### src/rtl/act_lane_pipe_pkg.sv
// Shared constants for the activation lane pipeline: default lane width,
// activation mode encodings and source-select values.
package act_lane_pipe_pkg;

  localparam int unsigned ACT_DATA_W = 16;

  typedef enum logic [1:0] {
    ACT_MODE_IDENT = 2'd0,
    ACT_MODE_RELU  = 2'd1,
    ACT_MODE_CLIP  = 2'd2,
    ACT_MODE_LEAKY = 2'd3
  } act_mode_e;

  localparam logic ACT_SRC_IN0 = 1'b0;
  localparam logic ACT_SRC_IN1 = 1'b1;

endpackage

### src/rtl/act_lane_pipe_if.sv
// Beat-level valid/ready bus of the activation pipeline: two pre-activation
// sources in, activated lanes out.
interface act_lane_pipe_if #(
  parameter int unsigned DATA_W = 16,
  parameter int unsigned LANES  = 4
) ();

  logic                      in_valid;
  logic                      in_ready;
  logic [LANES*DATA_W-1:0]   in0;
  logic [LANES*DATA_W-1:0]   in1;
  logic                      out_valid;
  logic                      out_ready;
  logic [LANES*DATA_W-1:0]   out_data;

  modport master (
    output in_valid, in0, in1, out_ready,
    input  in_ready, out_valid, out_data
  );

  modport slave (
    input  in_valid, in0, in1, out_ready,
    output in_ready, out_valid, out_data
  );

endinterface

### src/rtl/act_lane_pipe_fn.sv
// Combinational single-lane activation function (act_lane_fn).
// Leaky ReLU in mode 3 only with ACT_LEAKY_EN defined; otherwise mode 3 is ReLU.
module act_lane_fn
  import act_lane_pipe_pkg::*;
#(
  parameter int unsigned DATA_W   = ACT_DATA_W,
  parameter int unsigned LEAKY_SH = 3
) (
  input  logic signed [DATA_W-1:0] x,
  input  act_mode_e                mode,
  input  logic        [DATA_W-1:0] clip,
  output logic signed [DATA_W-1:0] y
);

  always_comb begin
    y = x;
    case (mode)
      ACT_MODE_IDENT: y = x;
      ACT_MODE_RELU: begin
        if (x < 0) y = '0;
      end
      ACT_MODE_CLIP: begin
        // x is non-negative here, so an unsigned compare against clip is exact
        if (x < 0) y = '0;
        else if ($unsigned(x) > clip) y = $signed(clip);
      end
      ACT_MODE_LEAKY: begin
`ifdef ACT_LEAKY_EN
        if (x < 0) y = x >>> LEAKY_SH;
`else
        if (x < 0) y = '0;
`endif
      end
      default: y = x;
    endcase
  end

endmodule

### src/rtl/act_lane_pipe.sv
// Two-stage valid/ready activation stage with per-beat captured config and a
// saturating zero-lane counter. Optional feature macro: ACT_LEAKY_EN.
module act_lane_pipe
  import act_lane_pipe_pkg::*;
#(
  parameter int unsigned DATA_W   = ACT_DATA_W,
  parameter int unsigned LANES    = 4,
  parameter int unsigned CNT_W    = 24,
  parameter int unsigned LEAKY_SH = 3
) (
  input  logic              clk,
  input  logic              rst,
  input  logic              cfg_we,
  input  logic [1:0]        cfg_mode,
  input  logic              cfg_src,
  input  logic [DATA_W-1:0] cfg_clip,
  act_lane_pipe_if.slave    bus,
  output logic [CNT_W-1:0]  zero_cnt
);

  localparam int unsigned W  = LANES * DATA_W;
  localparam int unsigned ZW = $clog2(LANES + 1);
  localparam logic [DATA_W-1:0] CLIP_RST = {1'b0, {(DATA_W-1){1'b1}}};

  act_mode_e         cfg_mode_q, s1_mode;
  logic              cfg_src_q;
  logic [DATA_W-1:0] cfg_clip_q, s1_clip;
  logic              s1_v, s2_v, s1_adv, s2_adv;
  logic [W-1:0]      s1_x, s2_y, fn_y;
  logic [ZW-1:0]     zeros;
  logic [CNT_W:0]    cnt_sum;

  assign s2_adv        = !s2_v || bus.out_ready;
  assign s1_adv        = !s1_v || s2_adv;
  assign bus.in_ready  = s1_adv;
  assign bus.out_valid = s2_v;
  assign bus.out_data  = s2_y;

  always_ff @(posedge clk) begin
    if (rst) begin
      cfg_mode_q <= ACT_MODE_RELU;
      cfg_src_q  <= ACT_SRC_IN0;
      cfg_clip_q <= CLIP_RST;
    end else if (cfg_we) begin
      cfg_mode_q <= act_mode_e'(cfg_mode);
      cfg_src_q  <= cfg_src;
      cfg_clip_q <= cfg_clip;
    end
  end

  // Config travels with the beat, so later cfg writes never touch beats in flight
  always_ff @(posedge clk) begin
    if (rst) begin
      s1_v    <= 1'b0;
      s1_x    <= '0;
      s1_mode <= ACT_MODE_RELU;
      s1_clip <= CLIP_RST;
    end else if (s1_adv) begin
      s1_v <= bus.in_valid;
      if (bus.in_valid) begin
        s1_x    <= (cfg_src_q == ACT_SRC_IN1) ? bus.in1 : bus.in0;
        s1_mode <= cfg_mode_q;
        s1_clip <= cfg_clip_q;
      end
    end
  end

  for (genvar i = 0; i < LANES; i++) begin : g_lane
    act_lane_fn #(
      .DATA_W  (DATA_W),
      .LEAKY_SH(LEAKY_SH)
    ) u_fn (
      .x   (s1_x[i*DATA_W +: DATA_W]),
      .mode(s1_mode),
      .clip(s1_clip),
      .y   (fn_y[i*DATA_W +: DATA_W])
    );
  end

  always_ff @(posedge clk) begin
    if (rst) begin
      s2_v <= 1'b0;
      s2_y <= '0;
    end else if (s2_adv) begin
      s2_v <= s1_v;
      if (s1_v) s2_y <= fn_y;
    end
  end

  always_comb begin
    zeros = '0;
    for (int unsigned i = 0; i < LANES; i++) begin
      if (s2_y[i*DATA_W +: DATA_W] == '0) zeros = zeros + ZW'(1);
    end
    cnt_sum = {1'b0, zero_cnt} + (CNT_W+1)'(zeros);
  end

  // A config write clears the count even when an output handshake coincides
  always_ff @(posedge clk) begin
    if (rst || cfg_we) begin
      zero_cnt <= '0;
    end else if (s2_v && bus.out_ready) begin
      zero_cnt <= cnt_sum[CNT_W] ? '1 : cnt_sum[CNT_W-1:0];
    end
  end

endmodule

### src/flat_wrapper.sv
// flat-port wrapper written by rule: the top's interface ports become plain ports
module act_lane_pipe_flat import act_lane_pipe_pkg::*;
#(
  parameter int unsigned DATA_W   = ACT_DATA_W,
  parameter int unsigned LANES    = 4,
  parameter int unsigned CNT_W    = 24,
  parameter int unsigned LEAKY_SH = 3
)
  (clk, rst, cfg_we, cfg_mode, cfg_src, cfg_clip, zero_cnt, bus_in_valid, bus_in0, bus_in1, bus_out_ready, bus_in_ready, bus_out_valid, bus_out_data);
  act_lane_pipe_if #(.DATA_W(DATA_W), .LANES(LANES)) bus_i ();
  input  logic clk;
  input  logic rst;
  input  logic cfg_we;
  input  logic [1:0] cfg_mode;
  input  logic cfg_src;
  input  logic [DATA_W-1:0] cfg_clip;
  output logic [CNT_W-1:0] zero_cnt;
  input wire logic [$bits(bus_i.in_valid)-1:0] bus_in_valid;
  input wire logic [$bits(bus_i.in0)-1:0] bus_in0;
  input wire logic [$bits(bus_i.in1)-1:0] bus_in1;
  input wire logic [$bits(bus_i.out_ready)-1:0] bus_out_ready;
  output wire logic [$bits(bus_i.in_ready)-1:0] bus_in_ready;
  output wire logic [$bits(bus_i.out_valid)-1:0] bus_out_valid;
  output wire logic [$bits(bus_i.out_data)-1:0] bus_out_data;
  assign bus_i.in_valid = bus_in_valid;
  assign bus_i.in0 = bus_in0;
  assign bus_i.in1 = bus_in1;
  assign bus_i.out_ready = bus_out_ready;
  assign bus_in_ready = bus_i.in_ready;
  assign bus_out_valid = bus_i.out_valid;
  assign bus_out_data = bus_i.out_data;
  act_lane_pipe #(.DATA_W(DATA_W), .LANES(LANES), .CNT_W(CNT_W), .LEAKY_SH(LEAKY_SH)) u_core (.clk(clk), .rst(rst), .cfg_we(cfg_we), .cfg_mode(cfg_mode), .cfg_src(cfg_src), .cfg_clip(cfg_clip), .bus(bus_i), .zero_cnt(zero_cnt));
endmodule
### config.mk
export PLATFORM = sky130hd
export DESIGN_NAME = act_lane_pipe_flat
export DESIGN_NICKNAME = d
export VERILOG_FILES = /design/src/rtl/act_lane_pipe_pkg.sv /design/src/rtl/act_lane_pipe_if.sv /design/src/rtl/act_lane_pipe_fn.sv /design/src/rtl/act_lane_pipe.sv /design/src/flat_wrapper.sv
export SDC_FILE = /design/constraint.sdc
export NUM_CORES = 1
export LEC_CHECK = 0
export BUFFER_PORTS_ARGS = -buffer_cell sky130_fd_sc_hd__clkbuf_2
export CORE_UTILIZATION = 50
export DETAILED_ROUTE_END_ITERATION = 16
export PLACE_DENSITY = 0.85
export SETUP_SLACK_MARGIN = 0.1
export SLEW_MARGIN = 20
export SYNTH_ARGS = -nofsm -noshare
export SYNTH_HDL_FRONTEND = slang
export SYNTH_HIERARCHICAL = 1
export SYNTH_SLANG_ARGS = --single-unit
### constraint.sdc
create_clock -name clk -period 3.38 [get_ports clk]
set_input_delay 0 -clock clk [delete_from_list [all_inputs] [get_ports clk]]
set_output_delay 0 -clock clk [all_outputs]
set_load 0.01 [all_outputs]
# [Word-level counts from Yosys, hierarchy flattened]
# Cells that the tools add are included.
[word_totals] elab_cells=61 inputBits=152 ff_bits=191 output_inout_bits=90
[classes] n_mux=22 reduce_logical=14 n_eq_ne=3 n_addsub=4 order_cmp=8
[ops] cell="$mux 16" count=12
[ops] cell="$pmux 16 s3" count=4
[ops] cell="$gt 16x16->1" count=4
[ops] cell="$logic_not 16->1" count=4
[ops] cell="$lt 16x1->1 const B" count=4
[ops] cell="$mux 64" count=1
[ops] cell="$add 24x3->25" count=1
[ops] cell="$mux 24" count=1
[ops] cell="$mux 3" count=3
[ops] cell="$add 3x1->3 const B" count=2
[ops] cell="$eq 2x2->1 const B" count=2
[ops] cell="$reduce_and 2->1" count=2
[ops] cell="$logic_or 1x1->1" count=3
[ops] cell="$add 1x1->2 const B" count=1
[ops] cell="$eq 2x1->1 const B" count=1
[ops] cell="$logic_not 1->1" count=2
[ops] cell="$logic_not 2->1" count=1
[ops] cell="$reduce_or 2->1" count=1
[ops] cell="$logic_and 1x1->1" count=1
[ops] cell="$mux 1" count=1

# [Longest topological paths before layout]
[logic_depth] ltp_word=10 ltp_mapped=17 depth_no_buf=15

# [Modules after synthesis]
# The synthesis kept the hierarchy.
[by_module_without_submodules] module="act_lane_pipe" seq_area_each_um2=3823.7 area_per_inst_um2=7902.6 instances=1 cells_per_inst=900
[by_module_without_submodules] module="act_lane_fn" seq_area_each_um2=0.0 area_per_inst_um2=681.9 instances=4 cells_per_inst=83

# [Worst setup path before layout]
# Ideal clock, no wire load.
[synth_path] kind="reg-to-reg" start="reg u_core.s2_y[3] (netlist: u_core/bus.out_data[3])" end="reg u_core.zero_cnt[15]" slack_ns=0.015 arrival_time_ns=3.291 n_path_buf=1 period_less_slack_ns=3.365 path_stages_with_launch=13 cell_sequence="dfxtp_1 > nor4_1 > and4_1 > ha_1 > xnor2_1 > ha_1 > mux2_2 > ha_1 > a211oi_1 > or4_4 > buf_6 > or3_1 > a31oi_1"
[synth_between] elab_chain_cells=10
[synth_lines] item="start, declared" line_no="act_lane_pipe.sv:29" text="logic [W-1:0] s1_x, s2_y, fn_y;"
[synth_lines] item="start signal, assigned" line_no="act_lane_pipe.sv:86" text="if (s1_v) s2_y <= fn_y;"
[synth_lines] item="$logic_not 16->1 (*)" line_no="act_lane_pipe.sv:93" text="if (s2_y[i*DATA_W +: DATA_W] == '0) zeros = zeros + ZW'(1);"
[synth_lines] item="$mux 1 (*)" line_no="act_lane_pipe.sv:93"
[synth_lines] item="$add 1x1->2" line_no="act_lane_pipe.sv:93"
[synth_lines] item="$mux 3 (*)" line_no="act_lane_pipe.sv:93"
[synth_lines] item="$add 3x1->3" line_no="act_lane_pipe.sv:93"
[synth_lines] item="$mux 3 (*)" line_no="act_lane_pipe.sv:93"
[synth_lines] item="$add 3x1->3" line_no="act_lane_pipe.sv:93"
[synth_lines] item="$mux 3 (*)" line_no="act_lane_pipe.sv:93"
[synth_lines] item="$add 24x3->25 (*)" line_no="act_lane_pipe.sv:95" text="cnt_sum = {1'b0, zero_cnt} + (CNT_W+1)'(zeros);"
[synth_lines] item="$mux 24 (*)" line_no="act_lane_pipe.sv:103" text="zero_cnt <= cnt_sum[CNT_W] ? '1 : cnt_sum[CNT_W-1:0];"
[synth_lines] item="end signal, assigned" line_no="act_lane_pipe.sv:103"
[synth_lines] item="end, declared" line_no="act_lane_pipe.sv:18" text="output logic [CNT_W-1:0] zero_cnt"
# Every way passes the cells marked *; elsewhere a longest branch is shown, timed or not.
# A chain may end at the register's enable or synchronous reset.

# [Worst setup path after layout]
[layout_path] start="reg u_core.s2_y[20] (netlist: u_core/bus.out_data[20])" end="reg u_core.zero_cnt[9]"
[layout_between] elab_chain_cells=8
[layout_lines] item="$logic_not 16->1 (*)" line_no="act_lane_pipe.sv:93"
[layout_lines] item="$mux 3 (*)" line_no="act_lane_pipe.sv:93"
[layout_lines] item="$add 3x1->3" line_no="act_lane_pipe.sv:93"
[layout_lines] item="$mux 3 (*)" line_no="act_lane_pipe.sv:93"
[layout_lines] item="$add 3x1->3" line_no="act_lane_pipe.sv:93"
[layout_lines] item="$mux 3 (*)" line_no="act_lane_pipe.sv:93"
[layout_lines] item="$add 24x3->25 (*)" line_no="act_lane_pipe.sv:95"
[layout_lines] item="$mux 24 (*)" line_no="act_lane_pipe.sv:103"
# Marked as above.

==> reports/results.txt <==
Final ANT Viol Nets: 0
Maximum resistive drop on vdd: 0.363 mV
Synth warnings: 6
Mapped Area: 10600 sq um
CP max FO: 6
Switching share of power: 30.0%
Largest net degree at the start of global routing: 85
CP delay by family, top: simple AND/OR/NAND/NOR gates
Grt ovf: 0
RSZ-0062 raised after global routing: yes
Iteration-0 DRC Markers: 999
Layout cell share with drive strength beyond 1: 27.5%
Antenna violations before repair: 0
Clock Root Buffer: clkbuf_16
PD cells: 413 nW/um^2
Slowest cell on crit path: or4_4
Finish-stage setup viols: 24
Post-Route Setup TNS: -3.54 ns
Clock power share: 33.6%
FILL cells: 1461
Critical path class: flop to flop
First-pass GRT wire length: 57300 microns
Buf/Inv on CP: 4
Status: complete, but fails checks
Num CTS Buffers: 17
Critical Path RT: 3.73 ns
DR DRC count: 0
Initial core utilization: 51.7%
Layout overhead on the synthesized area: 38.6%
Tot GR Track Use: 33.2%
TritonRoute pass-1 iters: 5
Core footprint: 20600 sq um
Num rows: 52
Final std cells w/o fill: 1920
Commonest non-fill, non-tap cell in the layout: clkbuf_2
Synth unique cells: 65
Failing checks: negative setup slack
Syn Area/Cell: 8.63 sq um
Bufs on Longest Clock Path: 2
Power after layout: 0.00609 W
Dpl cells: 1745
CTS tree: built
Insertion delay to the later sink of the worst-skew pair: 0.44 ns
Internal power: 0.00426 W
Max-cap viol count: 0
CTS clock-pin slew for the worst setup and hold paths: 0.08 ns
Critical path startpoint category: flop
Pleak: 6.82 nW
Final setup margin: -0.256 ns
Sequential fraction of the synthesis area: 36.0%
Arrival @ worst endpoint: 3.99 ns
Gate power share: 25.0%
Post-DP HPWL: 23300 microns
CP Capture Type: flop
Die Height: 148 microns
Part of the power in registers: 41.5%
Period Utilization, post-route: 108%
Hold Crit Class: input port to flop
GPL Wtd Cong: 0.912
Multi-input gate area: 6410 sq um
Async SR Flop Fraction: 0%
Fin util: 71.7%
Routed WL per cell: 19.1 microns
Net load switching power: 0.00183 W
Diode count: 0
Cells after synthesis: 1232
H-tree depth: 4
Most frequent cells in the layout: 240 x clkbuf_2, 188 x nand2_1, 187 x dfxtp_1
Crit path cell chain: nor4_4 > nand4_1 > buf_6 > inv_4 > ha_4 > xnor2_4 > ha_4 > inv_2 > nor2_2 > xor2_1 > ha_2 > o211ai_1 > or4_4 > buf_6 > or3_1 > a31oi_1
PortBufs: 241
Vias: 11500
Worst-Margin Slew: 0.832 ns
Fmax: 275 MHz
Number of global-route vias before repair: 11400
Clock Skews: 0.0165 ns
# IOs: 242
Relative slew slack: 44.5%
Number of synthesized flops with an enable pin: 0
Num Clock Sinks: 191
Total Routed Length: 36700 microns
Reg area: 3830 sq um
Ys flop type: dfxtp_1
Min Tclk post-route: 3.64 ns
Die Area: 21800 sq um
# nets final: 1860
Synthesized flop and latch total: 191
DR vias/cell: 5.99
Max Slew Vio Count: 0
Largest stage delay, worst path: 0.51 ns
Die W: 148 microns
Syn_nets: 1455
Final hold vios: 0
[sequential cells by signal, summed over array words and instances, names as in the netlist]
| register | flops |
|---|---|
| u_core/zero_cnt | 24 |
| u_core/cfg_clip_q | 16 |
| u_core/bus.out_data | 64 |
| u_core/s1_v | 1 |
| u_core/cfg_src_q | 1 |
| u_core/s1_x | 64 |
| u_core/cfg_mode_q | 2 |
| u_core/bus.out_valid | 1 |
| u_core/s1_mode | 2 |
| u_core/s1_clip | 16 |
[cells in the mapped netlist, types with 5 or more instances]
cell type	number	share of area, %
a21o_1	8	0.56
nor2_1	83	2.9
a211o_1	16	1.3
nand2b_1	9	0.53
a31oi_1	8	0.47
nand3b_1	18	1.3
mux2i_1	69	6.5
buf_6	9	0.95
nand3_1	14	0.66
nand2_1	188	6.6
inv_1	83	2.9
nor4_2	5	0.59
a22o_1	48	4.0
a22o_2	12	1.1
a211oi_1	65	4.6
nor2b_1	19	1.1
a21oi_1	109	5.1
dfxtp_1	191	36
buf_1	12	0.42
xnor2_1	5	0.41
nand4_1	14	0.82
ha_1	70	8.2
o21ai_1	8	0.38
nor4_1	19	1.1
o21ai_0	8	0.38
nand4_2	6	0.71
clkbuf_1	52	1.8
[final cells by class]
type / count / area share, %
flip-flops and latches: 191 / 26.0
clock inverters: 14 / 1.05
well taps: 270 / 2.29
inverters: 83 / 2.13
multi-input cells: 883 / 43.5
clock buffers: 18 / 2.98
repair buffers: 461 / 22.0
[repair_timing]
| item | 4_1_cts | 5_1_grt |
|---|---|---|
| gates cloned | 0 | 1 |
| hold buffers | 135 | 0 |
| buffers inserted | 5 | 4 |
| setup endpoints to repair | 24 | 24 |
| endpoints found under the hold margin | 80 | 0 |
| pin swaps | 14 | 16 |
| resized for setup | 28 | 29 |
[per-stage QoR]
| stage | setup WS (ns) | area [sq um] | hold slack, ns |
|---|---|---|---|
| global route | -0.377 | 14700 | 0.00162 |
| CTS | -0.145 | 14600 | 0.000889 |
| finish | -0.256 | 14700 | 0.0190 |
| floorplan | 0.0796 | 10600 | 0.122 |
| detailed placement | -0.385 | 12500 | 0.211 |
| global placement | -0.250 | 12500 | 0.209 |
[power groups by stage]
stage	clock network, W	logic (W)	registers, W
2_1_floorplan	0	0.000729	0.00252
3_3_place_gp	0	0.00105	0.00255
3_5_place_dp	0	0.00110	0.00256
4_1_cts	0.00205	0.00138	0.00251
5_1_grt	0.00215	0.00163	0.00253
6_report	0.00204	0.00152	0.00252
[worst reg2reg max path, cell delays in order (launching register included)]
cell,delay [ns]
dfxtp_2,0.35
nor4_4,0.31
nand4_1,0.16
buf_6,0.16
inv_4,0.05
ha_4,0.22
xnor2_4,0.20
ha_4,0.16
inv_2,0.03
nor2_2,0.12
xor2_1,0.24
ha_2,0.28
o211ai_1,0.15
or4_4,0.51
buf_6,0.16
or3_1,0.31
a31oi_1,0.15
[path summary, 6_finish.rpt]
path	endpoint	depth (start not counted)	start	slack [ns]
setup / recovery	u_core/zero_cnt[9]	16	u_core/bus.out_data[20]	-0.26
hold / removal	u_core/s1_x[15]	3	bus_in0[15]	0.02
setup reg to reg	u_core/zero_cnt[9]	16	u_core/bus.out_data[20]	-0.26
hold reg to reg	u_core/s1_mode[1]	2	u_core/cfg_mode_q[1]	0.46
[metal layers]
metal | wire (microns) | track usage, % | vias up
met1 | 14000 | 39.5 | 5410
met5 | 0 | 0 | -
met3 | 2980 | 5.19 | 172
li1 | - | - | 5259
met4 | 2210 | 20.8 | 0
met2 | 17600 | 56.0 | 665
[cell families (layout without fill, tap and decap cells)]
| group | Yosys count | after routing | share of synthesized area (%) |
|---|---|---|---|
| xor+xnor | 8 | 8 | 0.659 |
| fa+ha+maj | 71 | 71 | 8.43 |
| flops | 191 | 191 | 36.0 |
| simple gates | 411 | 411 | 20.3 |
| buf+inv | 158 | 576 | 6.24 |
| mux | 70 | 70 | 6.60 |
| compound gates | 323 | 323 | 21.8 |
Note: power is estimated with default switching activity, not from simulation.
